==> src/rtl/comm_request_gen_if.sv <==
// Load-request handshake between the modulator and comm_request_gen.
interface comm_request_gen_if;
  logic [1:0] req_load;
  logic       req_valid;
  logic       req_ready;

  modport master (output req_load, output req_valid, input req_ready);
  modport slave  (input req_load, input req_valid, output req_ready);
endinterface

==> src/rtl/comm_request_gen.sv <==
// Debounced current-sign detector plus paced DesiredLoad sequencer for the commutation FSM.
// Optional: COMM_DEFER_TIMEOUT_EN forces a deferred load change after DEFER_MAX cycles.
module comm_request_gen #(
  parameter int unsigned IW          = 12,
  parameter int unsigned THRESH      = 16,
  parameter int unsigned DEBOUNCE    = 4,
  parameter int unsigned HOLD_CYCLES = 16
`ifdef COMM_DEFER_TIMEOUT_EN
  , parameter int unsigned DEFER_MAX = 256
`endif
) (
  input  logic                 clk,
  input  logic                 rst,
  input  logic signed [IW-1:0] i_sample,
  input  logic                 i_valid,
  comm_request_gen_if.slave    req,
  output logic [1:0]           desired_load,
  output logic                 current_sign,
  output logic                 sign_valid,
  output logic                 in_deadband
`ifdef COMM_DEFER_TIMEOUT_EN
  , output logic               defer_timeout
`endif
);

  localparam int unsigned CW = $clog2(DEBOUNCE + 1);
  localparam int unsigned HW = $clog2(HOLD_CYCLES + 1);
  localparam logic signed [IW-1:0] POS_TH = IW'(THRESH);
  localparam logic signed [IW-1:0] NEG_TH = -POS_TH;

  typedef enum logic [1:0] {S_IDLE, S_HOLD, S_DEFER} state_t;

  state_t          r_state, w_state_nxt;
  logic [1:0]      r_desired, w_desired_nxt;
  logic [1:0]      r_pending, w_pending_nxt;
  logic [HW-1:0]   r_hold_cnt, w_hold_nxt;
  logic [CW-1:0]   r_deb_cnt;
  logic            r_sign, r_sign_valid, r_in_deadband, r_req_ready;
  logic            w_pos, w_neg, w_reliable;

  // Signed compares keep the most-negative sample on the negative side
  assign w_pos      = (i_sample >= POS_TH);
  assign w_neg      = (i_sample <= NEG_TH);
  assign w_reliable = r_sign_valid & ~r_in_deadband;

  always_ff @(posedge clk) begin
    if (rst) begin
      r_sign        <= 1'b0;
      r_sign_valid  <= 1'b0;
      r_in_deadband <= 1'b1;
      r_deb_cnt     <= '0;
    end else if (i_valid) begin
      if (!w_pos && !w_neg) begin
        r_in_deadband <= 1'b1;
        r_deb_cnt     <= '0;
      end else begin
        r_in_deadband <= 1'b0;
        if (r_sign_valid && (w_pos == r_sign)) begin
          r_deb_cnt <= '0;
        end else if (r_deb_cnt == CW'(DEBOUNCE - 1)) begin
          r_sign       <= w_pos;
          r_sign_valid <= 1'b1;
          r_deb_cnt    <= '0;
        end else begin
          r_deb_cnt <= r_deb_cnt + CW'(1);
        end
      end
    end
  end

`ifdef COMM_DEFER_TIMEOUT_EN
  localparam int unsigned DW = $clog2(DEFER_MAX + 1);
  logic [DW-1:0] r_defer_cnt, w_defer_nxt;
  logic          r_defer_timeout, w_timeout_nxt;
`endif

  always_ff @(posedge clk) begin
    if (rst) begin
      r_state     <= S_IDLE;
      r_desired   <= 2'b00;
      r_pending   <= 2'b00;
      r_hold_cnt  <= '0;
      r_req_ready <= 1'b1;
`ifdef COMM_DEFER_TIMEOUT_EN
      r_defer_cnt     <= '0;
      r_defer_timeout <= 1'b0;
`endif
    end else begin
      r_state     <= w_state_nxt;
      r_desired   <= w_desired_nxt;
      r_pending   <= w_pending_nxt;
      r_hold_cnt  <= w_hold_nxt;
      r_req_ready <= (w_state_nxt == S_IDLE);
`ifdef COMM_DEFER_TIMEOUT_EN
      r_defer_cnt     <= w_defer_nxt;
      r_defer_timeout <= w_timeout_nxt;
`endif
    end
  end

  // Sequencer: NUL or same-load requests are no-ops; phase changes wait for a reliable sign
  always_comb begin
    w_state_nxt   = r_state;
    w_desired_nxt = r_desired;
    w_pending_nxt = r_pending;
    w_hold_nxt    = r_hold_cnt;
`ifdef COMM_DEFER_TIMEOUT_EN
    w_defer_nxt   = r_defer_cnt;
    w_timeout_nxt = 1'b0;
`endif
    case (r_state)
      S_IDLE: begin
        if (req.req_valid && (req.req_load != 2'b00) && (req.req_load != r_desired)) begin
          if ((r_desired == 2'b00) || w_reliable) begin
            w_desired_nxt = req.req_load;
            w_hold_nxt    = HW'(HOLD_CYCLES - 1);
            w_state_nxt   = S_HOLD;
          end else begin
            w_pending_nxt = req.req_load;
            w_state_nxt   = S_DEFER;
`ifdef COMM_DEFER_TIMEOUT_EN
            w_defer_nxt   = '0;
`endif
          end
        end
      end
      S_HOLD: begin
        if (r_hold_cnt == '0) begin
          w_state_nxt = S_IDLE;
        end else begin
          w_hold_nxt = r_hold_cnt - HW'(1);
        end
      end
      S_DEFER: begin
        if (w_reliable) begin
          w_desired_nxt = r_pending;
          w_hold_nxt    = HW'(HOLD_CYCLES - 1);
          w_state_nxt   = S_HOLD;
`ifdef COMM_DEFER_TIMEOUT_EN
        end else if (r_defer_cnt == DW'(DEFER_MAX - 1)) begin
          w_desired_nxt = r_pending;
          w_hold_nxt    = HW'(HOLD_CYCLES - 1);
          w_state_nxt   = S_HOLD;
          w_timeout_nxt = 1'b1;
        end else begin
          w_defer_nxt = r_defer_cnt + DW'(1);
`endif
        end
      end
      default: w_state_nxt = S_IDLE;
    endcase
  end

  assign req.req_ready  = r_req_ready;
  assign desired_load   = r_desired;
  assign current_sign   = r_sign;
  assign sign_valid     = r_sign_valid;
  assign in_deadband    = r_in_deadband;
`ifdef COMM_DEFER_TIMEOUT_EN
  assign defer_timeout  = r_defer_timeout;
`endif

endmodule

==> src/flat_wrapper.sv <==
// flat-port wrapper written by rule: the top's interface ports become plain ports
module comm_request_gen_flat 
#(
  parameter int unsigned IW          = 12,
  parameter int unsigned THRESH      = 16,
  parameter int unsigned DEBOUNCE    = 4,
  parameter int unsigned HOLD_CYCLES = 16

)
  (clk, rst, i_sample, i_valid, desired_load, current_sign, sign_valid, in_deadband, req_req_load, req_req_valid, req_req_ready);
  comm_request_gen_if req_i ();
  input  logic clk;
  input  logic rst;
  input  logic signed [IW-1:0] i_sample;
  input  logic i_valid;
  output logic [1:0] desired_load;
  output logic current_sign;
  output logic sign_valid;
  output logic in_deadband;
  input wire logic [$bits(req_i.req_load)-1:0] req_req_load;
  input wire logic [$bits(req_i.req_valid)-1:0] req_req_valid;
  output wire logic [$bits(req_i.req_ready)-1:0] req_req_ready;
  assign req_i.req_load = req_req_load;
  assign req_i.req_valid = req_req_valid;
  assign req_req_ready = req_i.req_ready;
  comm_request_gen #(.IW(IW), .THRESH(THRESH), .DEBOUNCE(DEBOUNCE), .HOLD_CYCLES(HOLD_CYCLES)) u_core (.clk(clk), .rst(rst), .i_sample(i_sample), .i_valid(i_valid), .req(req_i), .desired_load(desired_load), .current_sign(current_sign), .sign_valid(sign_valid), .in_deadband(in_deadband));
endmodule
==> config.mk <==
export PLATFORM = sky130hd
export DESIGN_NAME = comm_request_gen_flat
export DESIGN_NICKNAME = d
export VERILOG_FILES = /design/src/rtl/comm_request_gen_if.sv /design/src/rtl/comm_request_gen.sv /design/src/flat_wrapper.sv
export SDC_FILE = /design/constraint.sdc
export NUM_CORES = 1
export LEC_CHECK = 0
export BUFFER_PORTS_ARGS = -buffer_cell sky130_fd_sc_hd__buf_2
export CAP_MARGIN = 15
export CORE_MARGIN = 4
export CORE_UTILIZATION = 46
export DETAILED_ROUTE_END_ITERATION = 10
export GPL_TIMING_DRIVEN = 0
export PLACE_DENSITY = 0.69
export SYNTH_ARGS = -nofsm -noshare
export SYNTH_HDL_FRONTEND = slang
export SYNTH_SLANG_ARGS = --single-unit
==> constraint.sdc <==
create_clock -name clk -period 3.82 [get_ports clk]
set_input_delay 0.191 -clock clk [delete_from_list [all_inputs] [get_ports clk]]
set_output_delay 0.191 -clock clk [all_outputs]
set_load 0.02 [all_outputs]
==> results of run 1 <==
[per-stage QoR]
step | hold slack, ps | setup WS, ps | util, % | cell area (µm²) | std cells
2_1_floorplan | 335 | 2260 | - | 1080 | 131
5_1_grt | 297 | 1910 | 56.2 | 1260 | 183
6_report | 261 | 2060 | 56.2 | 1260 | 183
3_5_place_dp | 466 | 2070 | 54.6 | 1220 | 179
3_3_place_gp | 445 | 2160 | 54.6 | 1220 | 179
4_1_cts | 243 | 2030 | 56.2 | 1260 | 183
[flip-flops by register name (all words and copies together) (netlist names)]
signal,count
u_core.sign_valid,1
u_core.current_sign,1
u_core.desired_load,2
u_core.r_pending,2
u_core.r_state,2
u_core.in_deadband,1
u_core.r_deb_cnt,3
u_core.req.req_ready,1
u_core.r_hold_cnt,5
[placed cells by master (no fill, tap or decap), types with 4 or more instances in the layout]
| cell | instances |
|---|---|
| nor3_1 | 4 |
| dfxtp_1 | 18 |
| xor2_1 | 4 |
| a21oi_1 | 13 |
| buf_2 | 22 |
| inv_1 | 7 |
| nand2_1 | 10 |
| nand2b_1 | 7 |
| nor2_1 | 10 |
| o21ai_0 | 4 |
| nor2b_1 | 5 |
[cells in the mapped netlist (4+ instances only)]
| cell type | count | area, µm² |
|---|---|---|
| a21oi_1 | 13 | 65.1 |
| dfxtp_1 | 18 | 360 |
| inv_1 | 7 | 26.3 |
| nand2_1 | 10 | 37.5 |
| nand2b_1 | 7 | 43.8 |
| nor2_1 | 10 | 37.5 |
| nor2b_1 | 5 | 31.3 |
| nor3_1 | 4 | 20.0 |
| o21ai_0 | 4 | 20.0 |
| xor2_1 | 4 | 35.0 |
[worst min-delay path, stage by stage]
cell and delay [ps]:
buf_2 160, mux2i_1 90, nor2_1 80
[kinds of logic (layout without fill, tap and decap cells)]
logic type | Yosys count | count (layout)
and+or+nand+nor | 53 | 53
AOI/OAI and AO/OA | 33 | 33
DFF | 18 | 18
buffers and inverters | 13 | 37
xor gates and xnor gates | 7 | 7
muxes | 4 | 4
adders and majority gates | 3 | 3
[routing by layer]
layer / GRT usage [%] / routed length (µm) / share of wire (%)
met2: 25.4 / 1120 / 49
met3: 4.14 / 85 / 3.7
met1: 16.9 / 1030 / 45
met5: 0 / 0 / 0
met4: 8.14 / 61 / 2.7
[where the power goes]
| group | internal, µW | switching, µW | total [µW] |
|---|---|---|---|
| Sequential | 202 | 11.7 | 214 |
| Combinational | 44.0 | 60.3 | 104 |
| Clock | 58.0 | 58.4 | 116 |
| Total | 304 | 130 | 435 |
[worst max-delay path by stage]
stage	endpoint	slack, ps
detailed placement	u_core.r_hold_cnt[4]	2070
floorplan	u_core.r_hold_cnt[4]	2260
CTS	u_core.r_hold_cnt[4]	2030
finish	u_core.r_hold_cnt[4]	2060
global route	u_core.r_hold_cnt[4]	1910
global placement	u_core.r_hold_cnt[4]	2160
[area by class of cell]
class | instances | area, µm²
Buffer | 6 | 28.8
Clock buffer | 4 | 36.3
Fill cell | 219 | 977
Inverter | 7 | 26.3
Multi-Input combinational cell | 100 | 669
Sequential cell | 18 | 360
Tap cell | 28 | 35.0
Timing Repair Buffer | 20 | 100
==> results.sh, run 1 <==
export IMPL_ys_ff_latch=18
export IMPL_clock_latency_ps=290
export IMPL_tritoncts="built"
export IMPL_clock_sinks=18
export IMPL_fin_crit_sh_pct=46.1
export IMPL_grt_pass1_wl_um=3870
export IMPL_required_ps=4020
export IMPL_postRouteAntennaNets=0
export IMPL_post_cts_buffers=0
export IMPL_grt_util_all_layers_pct=15.0
export IMPL_cts_path_max_buffers=2
export IMPL_critPathCaptureType="flip-flop"
export IMPL_final_nets=177
export IMPL_syn_to_final_growth_pct=15.8
export IMPL_skew_ps=7.61
export IMPL_grt_start_max_net_pins=11
export IMPL_slew_headroom_pct=69.4
export IMPL_grt_overflow=0
export IMPL_synthMuxAreaShare_pct=4.15
export IMPL_ys_types=42
export IMPL_grt_pass1_vias=939
export IMPL_leakage_uw=0.000515
export IMPL_hold_path_class="input pin to flip-flop"
export IMPL_r2r_cells=6
export IMPL_worstReg2RegStart="u_core.r_hold_cnt[0]"
export IMPL_die_h_um=56.6
export IMPL_synthArstFlopShare_pct=0
export IMPL_ir_worst_vdd_mv=0.194
export IMPL_port_buffers=20
export IMPL_fmax_ghz=0.568
export IMPL_path_buf_inv=1
export IMPL_finalSetupTns_ps=0
export IMPL_core_mm2=0.00223
export IMPL_hold_depth=3
export IMPL_cap_violations=0
export IMPL_syn_num_nets=152
export IMPL_synthAdderAreaFrac_pct=3.46
export IMPL_synth_top_family_by_area="simple AND/OR/NAND/NOR gates"
export IMPL_synth_area_mm2=0.00108
export IMPL_cp_slowest_stage_delay_ps=460
export IMPL_min_from="req_req_load[1]"
export IMPL_drv_slew=0
export IMPL_clk_pin_slew_ps=110
export IMPL_critPathLaunch="u_core.r_hold_cnt[0]"
export IMPL_cp_depth=6
export IMPL_postCtsHoldBufs=0
export IMPL_synth_compound_area_share_pct=20.8
export IMPL_hold_path_end="u_core.r_pending[1]"
export IMPL_run_status="finished clean"
export IMPL_ys_warn_count=0
export IMPL_n_antenna_cell=0
export IMPL_power_density_mw_per_mm2=346
export IMPL_die_w_um=56.6
export IMPL_cpMaxStageDelayCell="a311oi_4"
export IMPL_clock_root_buffer="clkbuf_4"
export IMPL_drt_total_wl_um=2300
export IMPL_viasPerCell=5.41
export IMPL_synth_cells=131
export IMPL_cts_max_level=1
export IMPL_num_rows=17
export IMPL_finalCriticalPeriod_ps=1760
export IMPL_place_gp_congestion=0.784
export IMPL_hold_violations=0
export IMPL_startpoint_type="flip-flop"
export IMPL_drive_gt1_share_pct=23.9
export IMPL_wire_per_inst_um=12.5
export IMPL_start_util_pct=48.6
export IMPL_synth_edf_count=0
export IMPL_setup_viol=0
export IMPL_worstMarginPinSlew_ps=458
export IMPL_power_uw=435
export IMPL_numCtsBuffers=3
export IMPL_ys_flop_type="dfxtp_1"
export IMPL_avgSynthCellArea_um2=8.28
export IMPL_io_pins=24
export IMPL_drc_errors=0
export IMPL_cpLargestDelayFamily="compound AO/OA/AOI/OAI gates"
export IMPL_die_area_mm2=0.00320
export IMPL_rr_endpoint="u_core.r_hold_cnt[4]"
export IMPL_drt_iter0_drc=24
export IMPL_cts_resized=0
export IMPL_synth_xor_area_share_pct=5.65
export IMPL_cp_max_fo=9
export IMPL_antenna_found_initial=0
export IMPL_yosysSeqAreaShare_pct=33.2
export IMPL_drtPass1Iterations=4
export IMPL_critPathKind="flip-flop to flip-flop"
export IMPL_crit_chain="inv_1, ha_1, a311oi_4, nand3_1, xnor2_1, a211oi_1"
export IMPL_yosys_area_share_simple_pct=27.7
export IMPL_rsz0062_at_grt="no"
export IMPL_vias=990
export IMPL_dpl_hpwl_um=1840
export IMPL_rrSetupSlack_ps=2060
export IMPL_crit_arrival_ps=1960
Power figures use the tool's default switching activity.
==> run 2, diff against run 1 <==
==> constraint.sdc (replaced) <==
create_clock -name clk -period 1.7 [get_ports clk]
set_input_delay 0.085 -clock clk [delete_from_list [all_inputs] [get_ports clk]]
set_output_delay 0.085 -clock clk [all_outputs]
set_load 0.02 [all_outputs]
==> run 2 against run 1 <==
Largest power group unchanged. Critical path depth rose by 1. Routed wire length is 0.48% higher. Register-to-register slack worse by 1900 ps. Cell count grew 1.1%. Count of clock-buffer cells in the layout unchanged. First-iteration DRC count decreased by 38%.
==> results.sh, run 2 (same netlist as run 1, synthesis figures left out) <==
export IMPL_r2r_cells=7
export IMPL_drv_slew=0
export IMPL_grt_pass1_wl_um=3940
export IMPL_skew_ps=6.65
export IMPL_port_buffers=20
export IMPL_drc_errors=0
export IMPL_num_rows=17
export IMPL_fin_cells=185
export IMPL_cap_violations=0
export IMPL_drive_gt1_share_pct=24.8
export IMPL_drtPass1Iterations=4
export IMPL_critPathKind="flip-flop to flip-flop"
export IMPL_grt_pass1_vias=947
export IMPL_largest_register="u_core.r_hold_cnt"
export IMPL_postRouteAntennaNets=0
export IMPL_clock_sinks=18
export IMPL_ir_worst_vdd_mv=0.435
export IMPL_leakage_uw=0.000526
export IMPL_multi_input_area_um2=669
export IMPL_clock_latency_ps=290
export IMPL_cts_max_level=1
export IMPL_drt_total_wl_um=2310
export IMPL_worstMarginPinSlew_ps=464
export IMPL_crit_arrival_ps=1780
export IMPL_hold_depth=3
export IMPL_clk_pin_slew_ps=100
export IMPL_clock_root_buffer="clkbuf_4"
export IMPL_most_common_layout_cells="22 x buf_2, 18 x dfxtp_1, 13 x a21oi_1"
export IMPL_hold_path_class="input pin to flip-flop"
export IMPL_syn_to_final_growth_pct=17.2
export IMPL_grt_util_all_layers_pct=15.3
export IMPL_power_density_mw_per_mm2=771
export IMPL_fill_cells=217
export IMPL_die_h_um=56.6
export IMPL_rrSetupSlack_ps=150
export IMPL_core_mm2=0.00223
export IMPL_finalCriticalPeriod_ps=1550
export IMPL_regArea_um2=360
export IMPL_hold_violations=0
export IMPL_numCtsBuffers=3
export IMPL_finalSetupTns_ps=0
export IMPL_startpoint_type="flip-flop"
export IMPL_vias=993
export IMPL_final_util_pct=56.9
export IMPL_cts_path_max_buffers=2
export IMPL_fin_hold_ws_ps=155
export IMPL_tritoncts="built"
export IMPL_fin_crit_sh_pct=91.5
export IMPL_run_status="finished clean"
export IMPL_largest_register_ffs=5
export IMPL_finalInstanceArea_mm2=0.00127
export IMPL_dpl_hpwl_um=1840
export IMPL_io_pins=24
export IMPL_critPathCaptureType="flip-flop"
export IMPL_wire_per_inst_um=12.5
export IMPL_grt_start_max_net_pins=11
export IMPL_top_regs="u_core.r_hold_cnt x5, u_core.r_deb_cnt x3"
export IMPL_dp_cells=179
export IMPL_drt_iter0_drc=15
export IMPL_slew_headroom_pct=69.0
export IMPL_cp_max_fo=5
export IMPL_die_area_mm2=0.00320
export IMPL_layout_commonest_cell="buf_2"
export IMPL_grt_overflow=0
export IMPL_place_area_mm2=0.00122
export IMPL_start_util_pct=48.6
export IMPL_final_nets=179
export IMPL_fmax_ghz=0.643
export IMPL_viasPerCell=5.37
export IMPL_die_w_um=56.6
export IMPL_n_antenna_cell=0
export IMPL_required_ps=1930
export IMPL_antenna_found_initial=0
export IMPL_rsz0062_at_grt="no"
export IMPL_setup_viol=0
export IMPL_place_gp_congestion=0.784
run 2: cell count changes in the layout (fill, tap and decap cells not counted), sizes merged:
cell  change
buf       +2
run 2: area by class of cell:
type	count	area share, %
flip-flops and latches	18	28.3
plain buffers	6	2.26
repair buffers	22	9.06
multi-input cells	100	52.7
clock buffers	4	2.85
well taps	28	2.76
inverters	7	2.07
run 2: worst max-delay path, stage by stage (launching register included):
cell,delay [ps]
dfxtp_1,390
inv_1,80
ha_1,230
a311oi_4,280
buf_4,200
nand2_2,50
xor2_1,140
a21oi_1,130
run 2: layer usage:
| metal | track usage, % | wire length, µm | part of all wire [%] |
|---|---|---|---|
| met2 | 25.7 | 1120 | 48 |
| met1 | 17.3 | 1040 | 45 |
| met5 | 0 | 0 | 0 |
| met3 | 4.14 | 85 | 3.7 |
| met4 | 8.14 | 61 | 2.6 |
run 2: per-stage QoR:
step	worst slack (ps)	total power (µW)
4_1_cts	124	997
6_report	145	980
2_1_floorplan	139	657
3_5_place_dp	-53.3	726
5_1_grt	12.6	1040
3_3_place_gp	35.1	715
run 2: path summary, 6_finish.rpt:
kind,from,to
worst max-delay path,u_core.r_hold_cnt[0],u_core.r_hold_cnt[3]
worst min-delay path,req_req_load[1],u_core.r_pending[1]
worst max register to register,u_core.r_hold_cnt[0],u_core.r_hold_cnt[3]
worst min register to register,u_core.r_deb_cnt[2],u_core.r_deb_cnt[2]
run 2: timing repair:
action / CTS / global route
hold buffers: 0 / 0
resized for setup: 0 / 0
setup buffers: 2 / 0
endpoints found under the setup margin: 1 / 0
run 2: report_power, final:
part	internal [µW]	total (µW)	switching, µW
clock network	130	261	130
registers	455	481	26.2
logic	102	239	136
==> run 3, diff against run 2 <==
--- a/config.mk
+++ b/config.mk
@@ -9,9 +9,11 @@
 export CAP_MARGIN = 15
 export CORE_MARGIN = 4
 export CORE_UTILIZATION = 46
+export CTS_CLUSTER_SIZE = 8
 export DETAILED_ROUTE_END_ITERATION = 10
 export GPL_TIMING_DRIVEN = 0
 export PLACE_DENSITY = 0.69
+export RECOVER_POWER = 100
 export SYNTH_ARGS = -nofsm -noshare
 export SYNTH_HDL_FRONTEND = slang
 export SYNTH_SLANG_ARGS = --single-unit
==> run 3 against run 2 <==
Combinational power shrank 3%. Count of clock-buffer cells in the layout is the same. Via count shrank 0.20%. Non-clock buffer count is the same. Clock power is essentially flat. Routed wire length grew 0.91%. Core utilization shrank 1.2 points. Cell area shrank 2.1%. Largest power group unchanged. First-iteration DRC count grew 20%. Sequential share of layout area grew 0.60 points. Critical path depth shrank 3.
==> results.sh, run 3 (same netlist as run 1, synthesis figures left out) <==
export IMPL_startpoint_type="flip-flop"
export IMPL_fin_crit_sh_pct=93.7
export IMPL_finalCriticalPeriod_ps=1590
export IMPL_power_density_mw_per_mm2=784
export IMPL_cts_max_level=1
export IMPL_num_rows=17
export IMPL_layout_commonest_cell="dfxtp_1"
export IMPL_fmax_ghz=0.628
export IMPL_drt_total_wl_um=2330
export IMPL_vias=991
export IMPL_port_buffers=20
export IMPL_fin_hold_ws_ps=155
export IMPL_cp_endpoint="u_core.current_sign"
export IMPL_skew_ps=6.21
export IMPL_final_nets=179
export IMPL_cap_violations=0
export IMPL_largest_register="u_core.r_hold_cnt"
export IMPL_clock_sinks=18
export IMPL_grt_start_max_net_pins=11
export IMPL_fin_cells=185
export IMPL_syn_to_final_growth_pct=14.8
export IMPL_setup_viol=0
export IMPL_antenna_found_initial=0
export IMPL_drive_gt1_share_pct=18.5
export IMPL_place_area_mm2=0.00122
export IMPL_top_regs="u_core.r_hold_cnt x5, u_core.r_deb_cnt x3"
export IMPL_n_antenna_cell=0
export IMPL_place_gp_congestion=0.784
export IMPL_die_area_mm2=0.00320
export IMPL_crit_arrival_ps=1770
export IMPL_critPathCaptureType="flip-flop"
export IMPL_io_pins=24
export IMPL_core_mm2=0.00223
export IMPL_grt_pass1_wl_um=3940
export IMPL_cp_slowest_stage_delay_ps=540
export IMPL_die_w_um=56.6
export IMPL_die_h_um=56.6
export IMPL_drc_errors=0
export IMPL_dpl_hpwl_um=1840
export IMPL_clock_latency_ps=290
export IMPL_numCtsBuffers=3
export IMPL_power_uw=976
export IMPL_worstReg2RegStart="u_core.current_sign"
export IMPL_hold_path_class="input pin to flip-flop"
export IMPL_clk_pin_slew_ps=100
export IMPL_hold_violations=0
export IMPL_r2r_cells=4
export IMPL_required_ps=1880
export IMPL_finalSetupTns_ps=0
export IMPL_worstMarginPinSlew_ps=592
export IMPL_largest_register_ffs=5
export IMPL_finalInstanceArea_mm2=0.00124
export IMPL_grt_util_all_layers_pct=15.3
export IMPL_viasPerCell=5.36
export IMPL_rsz0062_at_grt="no"
export IMPL_drtPass1Iterations=4
export IMPL_dp_cells=179
export IMPL_cpMaxStageDelayCell="a211oi_1"
export IMPL_most_common_layout_cells="18 x dfxtp_1, 16 x buf_2, 13 x a21oi_1"
export IMPL_run_status="finished clean"
export IMPL_rr_endpoint="u_core.current_sign"
export IMPL_cts_path_max_buffers=2
export IMPL_rrSetupSlack_ps=110
export IMPL_clock_root_buffer="clkbuf_4"
export IMPL_cp_max_fo=4
export IMPL_critPathLaunch="u_core.current_sign"
export IMPL_fill_cells=227
export IMPL_crit_chain="xor2_1, a211oi_1, nand3_2, mux2_1"
export IMPL_slew_headroom_pct=60.3
export IMPL_postRouteAntennaNets=0
export IMPL_critPathKind="flip-flop to flip-flop"
export IMPL_ir_worst_vdd_mv=0.435
export IMPL_grt_overflow=0
export IMPL_grt_pass1_vias=947
export IMPL_start_util_pct=48.6
export IMPL_leakage_uw=0.000501
export IMPL_tritoncts="built"
export IMPL_wire_per_inst_um=12.6
export IMPL_drt_iter0_drc=18
export IMPL_cts_resized=0
export IMPL_drv_slew=0
run 3: cell types whose count changed in the layout (fill, tap and decap cells not counted), sizes merged:
cell / delta
clkbuf: +6
buf: -6
run 3: area by class of cell:
class / count / area [µm²] / share of cell area [%]
multi-input combinational: 100 / 651 / 52.3
sequential: 18 / 360 / 28.9
timing repair buffer: 22 / 108 / 8.64
clock buffer: 4 / 36.3 / 2.91
tap: 28 / 35.0 / 2.81
buffer: 6 / 28.8 / 2.31
inverter: 7 / 26.3 / 2.11
run 3: per-stage QoR:
stage,setup WS [ps],util (%)
2_1_floorplan,139,-
3_3_place_gp,35.1,54.6
3_5_place_dp,-53.3,54.6
4_1_cts,124,56.9
5_1_grt,12.6,55.7
6_report,107,55.7
run 3: where the power goes:
part | internal [µW] | switching (µW) | total [µW]
logic | 99.2 | 134 | 233
registers | 455 | 26.5 | 481
clock network | 130 | 131 | 261
run 3: what timing repair did:
action,CTS,global route
hold buffers,0,0
setup buffers,2,0
setup endpoints to repair,1,0
endpoints found under the hold margin,0,0
run 3: how the worst min path moves through the flow:
| stage | startpoint | to | slack (ps) | cells past startpoint |
|---|---|---|---|---|
| 2_1_floorplan | req_req_load[1] | u_core.r_pending[1] | 230 | 2 |
| 3_3_place_gp | req_req_load[1] | u_core.r_pending[1] | 430 | 3 |
| 3_5_place_dp | req_req_load[1] | u_core.r_pending[1] | 450 | 3 |
| 4_1_cts | req_req_load[1] | u_core.r_pending[1] | 140 | 3 |
| 5_1_grt | req_req_load[1] | u_core.r_pending[1] | 190 | 3 |
| 6_report | req_req_load[1] | u_core.r_pending[1] | 150 | 3 |
run 3: critical path: cells and delay by family (launching register included):
family	cells	cell delay, ps
XOR/XNOR	1	160
flip-flops	1	340
multiplexers	1	320
AO/OA/AOI/OAI	1	540
AND/OR/NAND/NOR	1	130
run 3: metal layers:
layer	part of all wire [%]	wire length [µm]	global-route usage, %
met2	48	1120	25.7
met3	4.0	92	4.14
met4	2.6	61	8.14
met1	45	1050	17.3
met5	0	0	0
